$ cat src/rtl/sdram_pkg.sv
// Shared widths, limits and reader state encoding for the SDRAM burst-read path.
package sdram_pkg;

    localparam int SDRAM_ADDR_W = 25;
    localparam int BURST_LEN_W  = 11;
    localparam int CHUNK_MAX    = 1023;

    // Reader state encoding
    localparam logic [1:0] ST_IDLE  = 2'd0;
    localparam logic [1:0] ST_CHECK = 2'd1;
    localparam logic [1:0] ST_ISSUE = 2'd2;
    localparam logic [1:0] ST_WAIT  = 2'd3;

    function automatic logic [15:0] chunk_words(input logic [15:0] remaining, input int chunk);
        if (32'(remaining) < 32'(chunk)) begin
            return remaining;
        end
        return 16'(chunk);
    endfunction

endpackage

$ cat src/rtl/sync_fifo_fwft.sv
// First-word-fall-through synchronous FIFO with registered occupancy and synchronous reset.
module sync_fifo_fwft #(
    parameter int WIDTH = 33,
    parameter int DEPTH = 64
) (
    input  logic                     clk,
    input  logic                     reset,
    input  logic                     push,
    input  logic                     pop,
    input  logic [WIDTH-1:0]         din,
    output logic [WIDTH-1:0]         dout,
    output logic [$clog2(DEPTH):0]   count,
    output logic                     full,
    output logic                     empty
);

    localparam int AW = $clog2(DEPTH);

    logic [WIDTH-1:0] mem [DEPTH];
    logic [AW-1:0]    wr_ptr_q, rd_ptr_q;
    logic [AW:0]      count_q;
    logic             do_push, do_pop;

    assign full    = (count_q == (AW+1)'(DEPTH));
    assign empty   = (count_q == '0);
    assign count   = count_q;
    assign do_push = push && !full;
    assign do_pop  = pop && !empty;

    // Head word is masked while empty so the output reads zero rather than stale storage
    assign dout = empty ? '0 : mem[rd_ptr_q];

    always_ff @(posedge clk) begin
        if (do_push) begin
            mem[wr_ptr_q] <= din;
        end
    end

    always_ff @(posedge clk) begin
        if (reset) begin
            wr_ptr_q <= '0;
            rd_ptr_q <= '0;
            count_q  <= '0;
        end else begin
            if (do_push) begin
                wr_ptr_q <= wr_ptr_q + 1'b1;
            end
            if (do_pop) begin
                rd_ptr_q <= rd_ptr_q + 1'b1;
            end
            if (do_push && !do_pop) begin
                count_q <= count_q + 1'b1;
            end else if (do_pop && !do_push) begin
                count_q <= count_q - 1'b1;
            end
        end
    end

endmodule

$ cat src/rtl/sdram_burst_reader.sv
// Splits a read job into FIFO-sized bursts and streams the returned words with a last flag.
module sdram_burst_reader
    import sdram_pkg::*;
#(
    parameter int DEPTH = 64,
    parameter int CHUNK = 32
) (
    input  logic                    controller_clk,
    input  logic                    reset,
    input  logic                    req_valid,
    output logic                    req_ready,
    input  logic [SDRAM_ADDR_W-1:0] req_addr,
    input  logic [15:0]             req_words,
    output logic                    burst_rd,
    output logic [SDRAM_ADDR_W-1:0] burst_addr,
    output logic [BURST_LEN_W-1:0]  burst_len,
    output logic                    burst_32bit,
    input  logic [31:0]             burst_data,
    input  logic                    burst_data_valid,
    input  logic                    burst_data_done,
    output logic [31:0]             out_data,
    output logic                    out_valid,
    input  logic                    out_ready,
    output logic                    out_last,
    output logic                    busy,
    output logic                    overflow
);

    localparam int CW = $clog2(DEPTH) + 1;

    logic [1:0]              state_q, state_d;
    logic [SDRAM_ADDR_W-1:0] cur_addr_q, cur_addr_d;
    logic [15:0]             remaining_q, remaining_d;
    logic [15:0]             pending_q, pending_d;
    logic                    burst_rd_q, burst_rd_d;
    logic [SDRAM_ADDR_W-1:0] burst_addr_q, burst_addr_d;
    logic [BURST_LEN_W-1:0]  burst_len_q, burst_len_d;
    logic                    overflow_q, overflow_d;

    logic [15:0]   chunk_n;
    logic          room_ok;
    logic          fifo_push, fifo_pop, fifo_full, fifo_empty, last_tag;
    logic [CW-1:0] fifo_count;
    logic [32:0]   fifo_dout;

    assign chunk_n   = chunk_words(remaining_q, CHUNK);
    assign room_ok   = (32'(fifo_count) + 32'(chunk_n)) <= 32'(DEPTH);
    assign fifo_push = (state_q == ST_WAIT) && burst_data_valid;
    assign fifo_pop  = !fifo_empty && out_ready;
    assign last_tag  = (remaining_q == 16'd0) && (pending_q == 16'd1);

    sync_fifo_fwft #(
        .WIDTH(33),
        .DEPTH(DEPTH)
    ) u_fifo (
        .clk  (controller_clk),
        .reset(reset),
        .push (fifo_push),
        .pop  (fifo_pop),
        .din  ({last_tag, burst_data}),
        .dout (fifo_dout),
        .count(fifo_count),
        .full (fifo_full),
        .empty(fifo_empty)
    );

    always_comb begin
        state_d      = state_q;
        cur_addr_d   = cur_addr_q;
        remaining_d  = remaining_q;
        pending_d    = pending_q;
        burst_rd_d   = 1'b0;
        burst_addr_d = burst_addr_q;
        burst_len_d  = burst_len_q;
        overflow_d   = overflow_q | (fifo_push & fifo_full);
        case (state_q)
            ST_IDLE: begin
                if (req_valid && req_words != 16'd0) begin
                    state_d     = ST_CHECK;
                    cur_addr_d  = req_addr;
                    remaining_d = req_words;
                end
            end
            ST_CHECK: begin
                // Burst outputs are loaded here so they are registered during ISSUE
                if (room_ok) begin
                    state_d      = ST_ISSUE;
                    burst_rd_d   = 1'b1;
                    burst_addr_d = cur_addr_q;
                    burst_len_d  = BURST_LEN_W'({chunk_n, 1'b0});
                end
            end
            ST_ISSUE: begin
                cur_addr_d  = cur_addr_q + SDRAM_ADDR_W'({chunk_n, 1'b0});
                remaining_d = remaining_q - chunk_n;
                pending_d   = chunk_n;
                state_d     = ST_WAIT;
            end
            ST_WAIT: begin
                if (burst_data_valid && pending_q != 16'd0) begin
                    pending_d = pending_q - 16'd1;
                end
                if (burst_data_done) begin
                    state_d = (remaining_q != 16'd0) ? ST_CHECK : ST_IDLE;
                end
            end
            default: state_d = ST_IDLE;
        endcase
    end

    always_ff @(posedge controller_clk) begin
        if (reset) begin
            state_q      <= ST_IDLE;
            cur_addr_q   <= '0;
            remaining_q  <= '0;
            pending_q    <= '0;
            burst_rd_q   <= 1'b0;
            burst_addr_q <= '0;
            burst_len_q  <= '0;
            overflow_q   <= 1'b0;
        end else begin
            state_q      <= state_d;
            cur_addr_q   <= cur_addr_d;
            remaining_q  <= remaining_d;
            pending_q    <= pending_d;
            burst_rd_q   <= burst_rd_d;
            burst_addr_q <= burst_addr_d;
            burst_len_q  <= burst_len_d;
            overflow_q   <= overflow_d;
        end
    end

    assign req_ready   = (state_q == ST_IDLE);
    assign burst_rd    = burst_rd_q;
    assign burst_addr  = burst_addr_q;
    assign burst_len   = burst_len_q;
    assign burst_32bit = 1'b1;
    assign out_data    = fifo_dout[31:0];
    assign out_last    = fifo_dout[32];
    assign out_valid   = !fifo_empty;
    assign busy        = (state_q != ST_IDLE) || !fifo_empty;
    assign overflow    = overflow_q;

endmodule
$ cat config.mk
export PLATFORM = sky130hd
export DESIGN_NAME = sdram_burst_reader
export DESIGN_NICKNAME = d
export VERILOG_FILES = /design/src/rtl/sdram_pkg.sv /design/src/rtl/sync_fifo_fwft.sv /design/src/rtl/sdram_burst_reader.sv
export SDC_FILE = /design/constraint.sdc
export NUM_CORES = 2
export LEC_CHECK = 0
export BUFFER_PORTS_ARGS = -buffer_cell sky130_fd_sc_hd__buf_2
export CORE_MARGIN = 5
export CORE_UTILIZATION = 55
export DETAILED_ROUTE_END_ITERATION = 6
export PLACE_DENSITY = 0.71
export SYNTH_ARGS = -nofsm -noshare
export SYNTH_HDL_FRONTEND = slang
export SYNTH_SLANG_ARGS = --single-unit
$ cat constraint.sdc
create_clock -name controller_clk -period 12.2 [get_ports controller_clk]
set_input_delay 0.61 -clock controller_clk [delete_from_list [all_inputs] [get_ports controller_clk]]
set_output_delay 0.61 -clock controller_clk [all_outputs]
set_load 0.005 [all_outputs]
* Yosys cells after proc, flatten, opt, wreduce, memory -nomap -nowiden *
Memories as Yosys holds them, arrays and structs flattened. A register that Yosys moved wholly into a read port is not among the register bits.
Index checks and enable logic that the tools add are counted.

word-level totals
  word-level logic and storage cells = 85
  memories kept = 1
  input port bits = 79
  memory bits (writable) = 2112
  bits in latches = 0
  register bits after elaboration = 115
  output and inout bits = 75
  ROM bits = 0

operators by class
  multiplexer cells = 22
  bitwise logic cells = 3
  $mul = 0
  $add $sub $neg = 8
  divide/modulo/power cells = 0
  equality and inequality tests = 9
  shift-type cells = 0
  reductions and logical operators = 29
  $lt $le $gt $ge = 2

memories
  name        depth  bits a word  rd ports  clocked after Yosys merged registers in  wr ports  line                  source
  u_fifo.mem  64     33           1         1                                        1         sync_fifo_fwft.sv:19  logic [WIDTH-1:0] mem [DEPTH];

operators with widths
  operator                 count
  $mux W16                 4
  $pmux W16 S2             2
  $pmux W25 S2             1
  $reduce_bool A16 Y1      3
  $mux W33                 1
  $add A25 B17 Y25         1
  $mux W25                 1
  $add A7 B16 Y17          1
  $le A17 B7 Y1 const B    1
  $eq A16 B1 Y1 const B    1
  $logic_not A16 Y1        1
  $lt A16 B6 Y1 const B    1
  $sub A16 B1 Y16 const B  1
  $sub A16 B16 Y16         1
  $mux W7                  2
  $add A6 B1 Y6 const B    2
  $mux W6                  2
  $logic_and A1 B1 Y1      9
  $pmux W2 S4              1
  $reduce_bool A2 Y1       4
  $add A7 B1 Y7 const B    1
  $eq A7 B7 Y1 const B     1
  $logic_not A7 Y1         1
  $sub A7 B1 Y7 const B    1
  15 further kinds         29

* Longest topological paths before layout *
  depth in word-level cells = 7
  mapped depth = 17
  gate-level depth less buffers = 16

* By module *
From an unflattened synthesis, not the netlist that was laid out.

second synthesis, totals
  cell total of the unflattened synthesis = 4227
  area, all modules = 87782.9 um^2

by module, submodules not included
  module              seq. area each (um^2)  times used  area each (um^2)  cells each
  sync_fifo_fwft      63921.3                1           82106.2           3546
  sdram_burst_reader  1921.8                 1           5676.7            681

* Least setup slack after synthesis *
No wires, ideal clock.

  path type = register -> register
  from = register pending_q[9]
  to = memory u_fifo.mem[0][32], data pin
  path buffers = 0
  data required time = 11.519 ns
  cell stages (with the launch flop) = 4
  library setup time = 0.681 ns
  setup slack = 7.573 ns
  arrival = 3.946 ns
  clock period less this slack = 4.627 ns
  path through = dfxtp_1 > or4_1 > or4_1 > nor3_1

between the ends
  word-level cells in the longest chain between the ends = 2

RTL lines
  element                   line                       source
  start: declaration        sdram_burst_reader.sv:34   logic [15:0] pending_q, pending_d;
  start signal: assignment  sdram_burst_reader.sv:125  pending_q <= pending_d;
  $eq A16 B1 Y1             sdram_burst_reader.sv:50   assign last_tag = (remaining_q == 16'd0) && (pending_q == 16'd1);
  $logic_and A1 B1 Y1       sdram_burst_reader.sv:50
  via last_tag              sdram_burst_reader.sv:42   logic fifo_push, fifo_pop, fifo_full, fifo_empty, last_tag;
  end: declaration          sync_fifo_fwft.sv:19

The timed path passes the listed nets, and every way through them passes these cells.

==> flow_summary_export.csv <==
group,metric,value,unit
outcome,status,"completed",
layout,area_growth,12.07,%
power_and_ir_drop,vdd_drop_max,0.1703,mV
timing,slew_headroom,21.71,%
cts,clk_pin_slew_worst_paths,60,ps
cts,postCtsSetupRepairBufs,0,
global_routing,grtUsageTotal,27.20,%
global_routing,grt_overflow,0,
floorplan,core_area,158400,sq um
setup_path,crit_required,11590,ps
setup_path,cp_max_fo,48,
yosys,synth_cell_types,70,
cts,cts_max_level,4,
floorplan,rows,146,
floorplan,dieArea,167300,sq um
setup_path,crit_type,"reg -> out",
yosys,synth.ff_latch_count,2233,
place,dp_cells,6158,
timing,final.hold.worst_slack,75.78,ps
global_routing,grt_max_degree,132,
power_and_ir_drop,power,0.01857,W
place,globalplace.congestion,0.8239,
timing,rsz0062_at_grt,"false",
yosys,syn_inst,4057,
global_routing,grt_pass1_vias,43430,
yosys,yosys_warnings,0,
floorplan,io_pins,154,
setup_path,cp-end-kind,"primary output",
setup_path,critPathBufInv,3,
drt,met2_length,106.0,mm
drt,top_layer,"met5",
setup_path,crit_slowest_cell,"buf_4",
power_and_ir_drop,p_seq_share,46.4,%
drt,drt-met1-wl,88.21,mm
place,port_buffers,151,
worst_hold_path,min_path_type,"in -> reg",
cts,tritoncts,"built",
power_and_ir_drop,power_density,189.2,nW/um^2
yosys,syn_avg_cell_area,21.58,sq um
power_and_ir_drop,swShare,25.69,%
drt,final_antenna_net_count,0,
floorplan,die_h,409.0,microns
setup_path,cp.arrival,5580,ps
timing,min_period,6189,ps
timing,maxSlewViolCount,0,
yosys,synth.cell_area,87550,sq um
drt,first_pass_iters,5,
drt,drt-initial-drc-count,6609,
drt,num_vias,44640,
timing,skew,20.60,ps
timing,hold_viol_final,0,
power_and_ir_drop,combPwrFrac,18.6,%
drt,wl_per_cell,34.64,microns
setup_path,critical_path.top_delay_family,"buffers and inverters",
place,place_hpwl,117.4,mm
cts,clock_latency,820,ps
cts,clk_path_buf_depth,3,
layout,final_common_cell,"edfxtp_1",
yosys,synthArstFlopShare,0,%
timing,tightest_slew,1174,ps
yosys,yosysSeqAreaShare,75.21,%
power_and_ir_drop,p_sw,0.004769,W
drt,route.met3.wl,25.45,mm
global_routing,antenna_found_initial,15,
layout,regArea,65860,sq um
timing,max_freq,161.6,MHz
floorplan,die_w,409.0,microns
cts,cts_sinks,2233,
floorplan,initial_core_util,55.28,%
layout,final_nets,4426,
drt,drt_drc_violations_left,0,
layout,fin_cells,6563,
power_and_ir_drop,p_int,0.01380,W
drt,vias_per_cell,6.802,
global_routing,grt_pass1_wl,322.7,mm
layout,mostFrequentLayoutCells,"edfxtp_1 (2112), mux4_2 (664), clkbuf_16 (220)",
cts,cts_root_buf,"clkbuf_16",
timing,final.setup.tns,0,ps
power_and_ir_drop,clkPwrFrac,35.0,%
setup_path,critPathMaxStageDelay,890,ps
setup_path,crit_chain,"buf_4, buf_4, mux4_2, nor2b_1, a211oi_1, a21oi_1, mux4_2, and2_1, buf_2",
layout,fillers,10580,
timing,setup_viol,0,
layout,final_util,61.95,%
cts,numCtsBuffers,216,
drt,finalWirelength,227.3,mm
yosys,synth_edf_count,2112,
layout,multi_input_area,21120,sq um
run,cap_violations,0,
power_and_ir_drop,power_leakage,29.82,nW
setup_path,worstSetupStartpointType,"flop",
yosys,synth_ff_type,"edfxtp_1",
layout,drive_gt1_share,29.07,%
timing,period_share,50.73,%
[routing by layer]
layer / vias up / GRT usage, %
li1: 17610 / -
met1: 23680 / 40.49
met2: 2926 / 41.57
met3: 428 / 5.374
met4: 2 / 8.446
met5: - / 0
[cells in the mapped netlist (39+ instances only)]
library cell,count,area share (%)
nor2_1,166,0.71
edfxtp_1,2112,72
a21oi_1,119,0.68
mux2i_1,42,0.48
o211ai_1,40,0.34
buf_2,71,0.41
a211oi_1,72,0.62
dfxtp_1,121,2.8
clkbuf_1,112,0.48
nand3_1,47,0.27
mux4_2,664,17
ha_1,39,0.56
nand2_1,62,0.27
[registers in the layout, indices dropped and copies added (netlist names), 7 cells and up, named ones only]
name / cells
burst_addr: 25
burst_len: 10
cur_addr_q: 25
pending_q: 16
remaining_q: 16
u_fifo.count: 7
u_fifo.mem: 2112
[cells by family (layout without fill, tap and decap cells)]
group	count (synthesis)	count (layout)	synth area share [%]
DFF	2233	2233	75.21
muxes	709	709	17.60
and+or+nand+nor	441	441	2.438
AOI/OAI and AO/OA	344	344	2.544
buffers and inverters	260	677	1.319
adders and majority gates	42	42	0.6260
xor gates and xnor gates	26	26	0.2601
other	2	19	0.008578
[worst min-delay path: cells and delay by family]
family                 cells  cell delay, ps
buffers and inverters      1             110
AO/OA/AOI/OAI              1              60
AND/OR/NAND/NOR            1              70
[power groups by stage]
stage          sequential [W]  clock (W)  combinational, W
2_1_floorplan         0.00871          0           0.00260
3_3_place_gp          0.00878          0           0.00342
3_5_place_dp          0.00878          0           0.00346
4_1_cts               0.00862    0.00657           0.00348
5_1_grt               0.00864    0.00691           0.00375
6_report              0.00862    0.00649           0.00345
[final timing paths]
path                                             startpoint                     endpoint  slack [ps]  depth (start not counted)
worst max-delay path                                   flop                 out_data[17]        6010                          9
worst min-delay path                           req_words[3]  remaining_q[3]$_SDFFE_PP0P_          80                          3
worst max register to register  remaining_q[7]$_SDFFE_PP0P_    burst_len[6]$_SDFFE_PP0P_        7070                         12
worst min register to register   burst_addr[9]$_SDFFE_PP0P_   burst_addr[9]$_SDFFE_PP0P_         470                          2
[metrics by stage]
step	setup WS, ps	area (sq um)
finish	6011	98120
global route	5515	98100
CTS	5796	98100
detailed placement	6699	91250
global placement	6729	91250
floorplan	7573	87600
[final cells by class]
type	count	area share, %
Inverter	29	0.1109
Multi-Input combinational cell	1576	21.52
Tap cell	2072	2.642
Clock inverter	134	1.196
Sequential cell	2233	67.13
Antenna cell	5	0.01275
Clock buffer	265	5.783
Timing Repair Buffer	249	1.602
[timing repair]
| item | CTS | global route |
|---|---|---|
| resized for setup | 0 | 0 |
| hold buffers | 1 | 0 |
| hold endpoints to repair | 1 | 0 |
Power figures use the tool's default switching activity.
